`config.mk`:
```
export PLATFORM = sky130hd
export DESIGN_NAME = life_core_flat
export DESIGN_NICKNAME = d
export VERILOG_FILES = /design/src/rtl/life_if.sv /design/src/rtl/life_core.sv /design/src/flat_wrapper.sv
export SDC_FILE = /design/constraint.sdc
export NUM_CORES = 1
export LEC_CHECK = 0
export CORE_MARGIN = 2
export CORE_UTILIZATION = 63
export DETAILED_ROUTE_END_ITERATION = 10
export GPL_ROUTABILITY_DRIVEN = 0
export GPL_TIMING_DRIVEN = 0
export MAX_ROUTING_LAYER = met4
export PLACE_DENSITY = 0.84
export SYNTH_ARGS = -nofsm -noshare
export SYNTH_HDL_FRONTEND = slang
export SYNTH_SLANG_ARGS = --single-unit
```
`constraint.sdc`:
```
create_clock -name clk -period 10.4 [get_ports clk]
set_input_delay 1.04 -clock clk [delete_from_list [all_inputs] [get_ports clk]]
set_output_delay 1.04 -clock clk [all_outputs]
set_load 0.01 [all_outputs]
```
`src/rtl/life_if.sv`:
```
// Display/control bus between the VGA stage (master) and the life cell engine (slave).
interface life_if #(
  parameter int unsigned WIDTH = 12,
  parameter int unsigned GEN_W = 16
) ();
  logic [2*WIDTH-1:0] pos;
  logic               vga_live;
  logic               step;
  logic               load_en;
  logic [2*WIDTH-1:0] load_pos;
  logic               load_val;
  logic               busy;
  logic               done;
  logic [GEN_W-1:0]   generation;

  modport master (
    output pos, step, load_en, load_pos, load_val,
    input  vga_live, busy, done, generation
  );

  modport slave (
    input  pos, step, load_en, load_pos, load_val,
    output vga_live, busy, done, generation
  );
endinterface

```
`src/rtl/life_core.sv`:
```
// Double-buffered Game of Life engine: serves registered display reads from one bank while
// computing the next generation into the other, one cell per clock, then swaps banks.
module life_core #(
  parameter int unsigned WIDTH     = 12,
  parameter int unsigned P_PARAM_N = 8,
  parameter int unsigned P_PARAM_M = 8,
  parameter int unsigned GEN_W     = 16
) (
  input logic   clk,
  input logic   reset,
  life_if.slave bus
);
  localparam int unsigned Cells = P_PARAM_N * P_PARAM_M;
  localparam int unsigned IdxW  = (Cells > 1) ? $clog2(Cells) : 1;
  localparam int unsigned XW    = (P_PARAM_M > 1) ? $clog2(P_PARAM_M) : 1;
  localparam int unsigned YW    = (P_PARAM_N > 1) ? $clog2(P_PARAM_N) : 1;
  localparam int unsigned PW    = 2 * WIDTH;
  localparam logic [PW-1:0] CellsP = PW'(Cells);

  typedef enum logic [1:0] {StIdle, StCompute, StSwap} state_e;

  state_e           state_q, state_d;
  logic [Cells-1:0] bank_q [2];
  logic             disp_sel_q;
  logic [IdxW-1:0]  idx_q;
  logic [XW-1:0]    cx_q;
  logic [YW-1:0]    cy_q;
  logic [GEN_W-1:0] gen_q;
  logic             live_q;
  logic             done_q;
  logic             busy;

  logic [Cells-1:0] disp;
  logic             load_ok;
  logic             last_cell;
  logic [XW-1:0]    xs [3];
  logic [YW-1:0]    ys [3];
  logic [3:0]       ncount;
  logic             next_alive;

  function automatic logic [IdxW-1:0] cell_idx(input logic [XW-1:0] x, input logic [YW-1:0] y);
    return IdxW'(32'(x) * P_PARAM_N + 32'(y));
  endfunction

  assign disp      = bank_q[disp_sel_q];
  assign load_ok   = bus.load_en && (bus.load_pos < CellsP);
  assign last_cell = (idx_q == IdxW'(Cells - 1));

  // Neighbour count of the current cell with toroidal wrap, and its next state.
  always_comb begin
    xs[0] = (cx_q == '0) ? XW'(P_PARAM_M - 1) : cx_q - XW'(1);
    xs[1] = cx_q;
    xs[2] = (cx_q == XW'(P_PARAM_M - 1)) ? '0 : cx_q + XW'(1);
    ys[0] = (cy_q == '0) ? YW'(P_PARAM_N - 1) : cy_q - YW'(1);
    ys[1] = cy_q;
    ys[2] = (cy_q == YW'(P_PARAM_N - 1)) ? '0 : cy_q + YW'(1);
    ncount = '0;
    for (int i = 0; i < 3; i++) begin
      for (int j = 0; j < 3; j++) begin
        if (!(i == 1 && j == 1)) begin
          ncount = ncount + 4'(disp[cell_idx(xs[i], ys[j])]);
        end
      end
    end
    next_alive = (ncount == 4'd3) || (disp[idx_q] && (ncount == 4'd2));
  end

  // FSM state register.
  always_ff @(posedge clk) begin
    if (reset) state_q <= StIdle;
    else       state_q <= state_d;
  end

  // FSM next state; a valid load in the same cycle wins over step.
  always_comb begin
    state_d = state_q;
    unique case (state_q)
      StIdle:    if (!load_ok && bus.step) state_d = StCompute;
      StCompute: if (last_cell) state_d = StSwap;
      StSwap:    state_d = StIdle;
      default:   state_d = StIdle;
    endcase
  end

  // FSM outputs.
  always_comb begin
    busy = (state_q != StIdle);
  end

  // Banks, scan counters, generation counter and done pulse.
  always_ff @(posedge clk) begin
    if (reset) begin
      bank_q[0]  <= '0;
      bank_q[1]  <= '0;
      disp_sel_q <= 1'b0;
      idx_q      <= '0;
      cx_q       <= '0;
      cy_q       <= '0;
      gen_q      <= '0;
      done_q     <= 1'b0;
    end else begin
      done_q <= (state_q == StSwap);
      unique case (state_q)
        StIdle: begin
          if (load_ok) bank_q[disp_sel_q][bus.load_pos[IdxW-1:0]] <= bus.load_val;
          idx_q <= '0;
          cx_q  <= '0;
          cy_q  <= '0;
        end
        StCompute: begin
          bank_q[~disp_sel_q][idx_q] <= next_alive;
          idx_q <= idx_q + IdxW'(1);
          // Scan order is y fastest, matching index x*N + y.
          if (cy_q == YW'(P_PARAM_N - 1)) begin
            cy_q <= '0;
            cx_q <= cx_q + XW'(1);
          end else begin
            cy_q <= cy_q + YW'(1);
          end
        end
        StSwap: begin
          disp_sel_q <= ~disp_sel_q;
          gen_q      <= gen_q + GEN_W'(1);
        end
        default: ;
      endcase
    end
  end

  // Registered display read; out-of-range indices read as dead.
  always_ff @(posedge clk) begin
    if (reset) live_q <= 1'b0;
    else       live_q <= (bus.pos < CellsP) && disp[bus.pos[IdxW-1:0]];
  end

  assign bus.vga_live   = live_q;
  assign bus.busy       = busy;
  assign bus.done       = done_q;
  assign bus.generation = gen_q;
endmodule
```
`src/flat_wrapper.sv`:
```
// flat-port wrapper written by rule: the top's interface ports become plain ports
module life_core_flat 
#(
  parameter int unsigned WIDTH     = 12,
  parameter int unsigned P_PARAM_N = 8,
  parameter int unsigned P_PARAM_M = 8,
  parameter int unsigned GEN_W     = 16
)
  (clk, reset, bus_pos, bus_step, bus_load_en, bus_load_pos, bus_load_val, bus_vga_live, bus_busy, bus_done, bus_generation);
  life_if #(.WIDTH(WIDTH), .GEN_W(GEN_W)) bus_i ();
  input logic clk;
  input logic reset;
  input wire logic [$bits(bus_i.pos)-1:0] bus_pos;
  input wire logic [$bits(bus_i.step)-1:0] bus_step;
  input wire logic [$bits(bus_i.load_en)-1:0] bus_load_en;
  input wire logic [$bits(bus_i.load_pos)-1:0] bus_load_pos;
  input wire logic [$bits(bus_i.load_val)-1:0] bus_load_val;
  output wire logic [$bits(bus_i.vga_live)-1:0] bus_vga_live;
  output wire logic [$bits(bus_i.busy)-1:0] bus_busy;
  output wire logic [$bits(bus_i.done)-1:0] bus_done;
  output wire logic [$bits(bus_i.generation)-1:0] bus_generation;
  assign bus_i.pos = bus_pos;
  assign bus_i.step = bus_step;
  assign bus_i.load_en = bus_load_en;
  assign bus_i.load_pos = bus_load_pos;
  assign bus_i.load_val = bus_load_val;
  assign bus_vga_live = bus_i.vga_live;
  assign bus_busy = bus_i.busy;
  assign bus_done = bus_i.done;
  assign bus_generation = bus_i.generation;
  life_core #(.WIDTH(WIDTH), .P_PARAM_N(P_PARAM_N), .P_PARAM_M(P_PARAM_M), .GEN_W(GEN_W)) u_core (.clk(clk), .reset(reset), .bus(bus_i));
endmodule
```
==> out/metrics.cfg <==
[status]
status = finished, violations left
violations = DRC

[power]
p_leak_uw = 0.00437
power.total_uw = 1760
ir_worst_vdd_mv = 0.123
power_density_mw_per_mm2 = 127

[timing]
fin_crit_ns = 8.18
setup_violations = 0
fin_crit_sh_pct = 78.6
rsz0062_at_grt = no
drv_slew = 0
tightestPinTransition_ns = 1.43
holdWs_ns = 0.510
max_freq_mhz = 122
hold_viol = 0
fin_skew_ns = 0.0156
max_slew_margin_pct = 3.78
fin_tns_setup_ns = 0

[die]
die_x_um = 143
core_mm2 = 0.0189
boundaryPins = 72
core.rowCount = 50
start_util_pct = 64.7
die_area_mm2 = 0.0205
die_h_um = 143

[global_routing]
antenna_found_initial = 1
grt.total_usage_pct = 44.4
grt_max_degree = 17
grt_pass1_vias = 10800
grt_pass1_wl_um = 64400
grt_overflow = 0

[synth]
yosys.area_share.xor_xnor_pct = 0.860
synthAdderAreaFrac_pct = 1.99
syn_inst = 1132
ys_types = 63
synth_nets = 1202
synth_top_family_by_area = multiplexers
yosys_warnings = 0
synth_compound_area_share_pct = 22.8
avgSynthCellArea_um2 = 10.8
synth_edf_count = 128
synth_mux_area_share_pct = 23.7
netlist_area_mm2 = 0.0122
seq_area_frac_synth_pct = 37.0
synth-simple-area-share_pct = 8.13
synth_ff_type = edfxtp_1
synthArstFlopShare_pct = 0
synth-seq-cells = 162

[clock_network]
htree_levels = 4
cts-buffers-inserted = 17
cts-root-buf = clkbuf_16
clk_pin_slew_ns = 0.07
clockBufferDepth = 2
cts_tree = yes
cts_sinks = 162
clkLatencyLatePin_ns = 0.44
postCtsHoldBufs = 0
postCtsSetupBuffers = 0
cts_resized = 0

[drt]
drt_wl_total_um = 43700
ant_nets = 0
vias = 11500
drt_pass1_iterations = 11
initialDrtViolationCount = 2280
drc = 3
viasPerCell = 7.71
routedWlPerCell_um = 29.4

[critical_path]
required_ns = 10.67
path_class = flip-flop to flip-flop
cp-start-kind = flip-flop
timing.rr.start = u_core.cy_q[1]$_SDFFE_PP0P_
critPathCaptureType = flip-flop
crit_path_start = u_core.cy_q[1]$_SDFFE_PP0P_
critPathArrivalTime_ns = 8.45
critical_path_peak_fanout = 11

[run]
max_cap_violations = 0

[cells_and_area]
final_nets = 1284
drive_above_1_share_pct = 14.3
final_area_mm2 = 0.0138
syn_to_final_growth_pct = 13.1
nFillCells = 1322

[hold_path]
hp-class = flip-flop to flip-flop
min_from = u_core.bus.generation[5]$_SDFFE_PP0P_

[place]
port_buffers = 63
dp_hpwl_um = 31300
place_area_mm2 = 0.0132

==> cell families after synthesis <==
| logic type | count (synthesis) |
|---|---|
| DFF | 162 |
| adders and majority gates | 17 |
| xor gates and xnor gates | 12 |
| and+or+nand+nor | 202 |
| muxes | 188 |
| buffers and inverters | 134 |
| AOI/OAI and AO/OA | 417 |
==> state kept, by name (all words and copies together) (netlist names), named ones only <==
signal	cells
u_core.cx_q	3
u_core.bus.vga_live	1
u_core.bank_q	128
u_core.state_q	2
u_core.cy_q	3
u_core.disp_sel_q	1
u_core.bus.generation	16
u_core.idx_q	6
u_core.bus.done	1
==> critical path: stages, from the launching register on <==
cell and delay (ns):
dfxtp_1 0.33, inv_2 0.25, buf_1 0.77, ha_1 0.31, inv_1 0.06, o21ai_1 0.57, clkbuf_1 0.60, mux4_2 0.34
a21oi_1 0.14, mux2_2 0.35, mux4_2 0.45, ha_1 0.28, inv_1 0.05, fa_1 0.50, fa_1 0.55, inv_1 0.06
fa_1 0.44, inv_1 0.09, fa_1 0.50, nor4b_1 0.55, o31ai_4 0.36, buf_6 0.26, a21oi_1 0.18
==> Yosys cell counts, drive strengths merged (4+ instances only) <==
master / number / area share (%)
nor3: 18 / 0.74
inv: 20 / 0.61
o22ai: 13 / 0.67
buf: 39 / 2.6
o21bai: 128 / 7.9
nand2b: 5 / 0.26
a22oi: 55 / 3.4
mux4: 77 / 14
nor2b: 11 / 0.56
a21o: 4 / 0.25
fa: 4 / 0.66
and3: 8 / 0.41
ha: 13 / 1.3
nand3b: 4 / 0.25
dfxtp: 34 / 5.6
nor3b: 4 / 0.25
o21ai: 16 / 0.66
nand3: 8 / 0.33
clkbuf: 73 / 2.2
edfxtp: 128 / 31
mux2: 17 / 1.6
nor4: 8 / 0.41
a21oi: 164 / 6.9
a32oi: 12 / 0.86
mux2i: 94 / 7.9
nor2: 76 / 2.4
or3: 7 / 0.36
nand2: 35 / 1.1
a211oi: 6 / 0.37
nand4: 4 / 0.20
xor2: 9 / 0.65
==> power by group <==
group	total (uW)	leakage [uW]	switching [uW]	internal, uW
registers	721	0.00160	7.12	714
clock network	706	0.000311	296	410
logic	334	0.00246	198	136
==> final timing paths <==
kind / cells past startpoint / endpoint / slack, ns
max reg2reg: 22 / u_core.bank_q[0][18]$_SDFFCE_PN0P_ / 2.22
min: 2 / u_core.bus.generation[5]$_SDFFE_PP0P_ / 0.51
max: 22 / u_core.bank_q[0][18]$_SDFFCE_PN0P_ / 2.22
min reg2reg: 2 / u_core.bus.generation[5]$_SDFFE_PP0P_ / 0.51
==> cells in the final DEF (no fill, tap or decap), types with 4 or more instances in the layout <==
cell type          n
o22ai_1           13
nand4_1            4
nor3_1            18
a211oi_1           6
buf_6             19
nor3b_1            4
nand3_1            8
ha_1              13
clkbuf_16         17
inv_6              4
clkdlybuf4s50_1   63
edfxtp_1         128
and3_1             8
mux4_2            77
buf_2              6
fa_1               4
mux2_2            17
nor2b_1           11
a32oi_1           12
xor2_1             9
nand3b_1           4
dfxtp_1           34
buf_1             13
o21bai_1         128
a21o_1             4
nand2b_1           5
a22oi_1           55
or3_1              7
clkbuf_1          73
nor2_1            75
a21oi_1          160
mux2i_1           91
nand2_1           35
o21ai_0           14
bufinv_16          4
inv_1             18
nor4_1             8
==> routing by layer <==
metal	GRT usage, %	wire (um)	vias up	share of wire, %
li1	-	-	4591	-
met1	54.1	13800	5363	32
met2	64.7	19000	1163	43
met3	14.9	7380	353	17
met4	25.7	3560	0	8.1
met5	-	0	-	0
==> per-stage QoR <==
step | std cells | setup WS [ns] | utilization, %
3_5_place_dp | 1455 | 2.40 | 69.7
6_report | 1488 | 2.22 | 73.1
3_3_place_gp | 1455 | 2.64 | 69.7
2_1_floorplan | 1132 | 3.76 | -
4_1_cts | 1487 | 2.35 | 73.1
5_1_grt | 1488 | 1.77 | 73.1
==> final cells by class <==
| class | instances | area [um2] | share of cell area (%) |
|---|---|---|---|
| multi-input combinational | 836 | 7020 | 50.8 |
| inverter | 22 | 82.6 | 0.598 |
| clock inverter | 15 | 218 | 1.58 |
| sequential | 162 | 4520 | 32.7 |
| clock buffer | 17 | 425 | 3.08 |
| tap | 260 | 325 | 2.35 |
| buffer | 112 | 587 | 4.25 |
| antenna | 1 | 2.50 | 0.0181 |
| timing repair buffer | 63 | 631 | 4.56 |
Note: power is estimated with default switching activity, not from simulation.
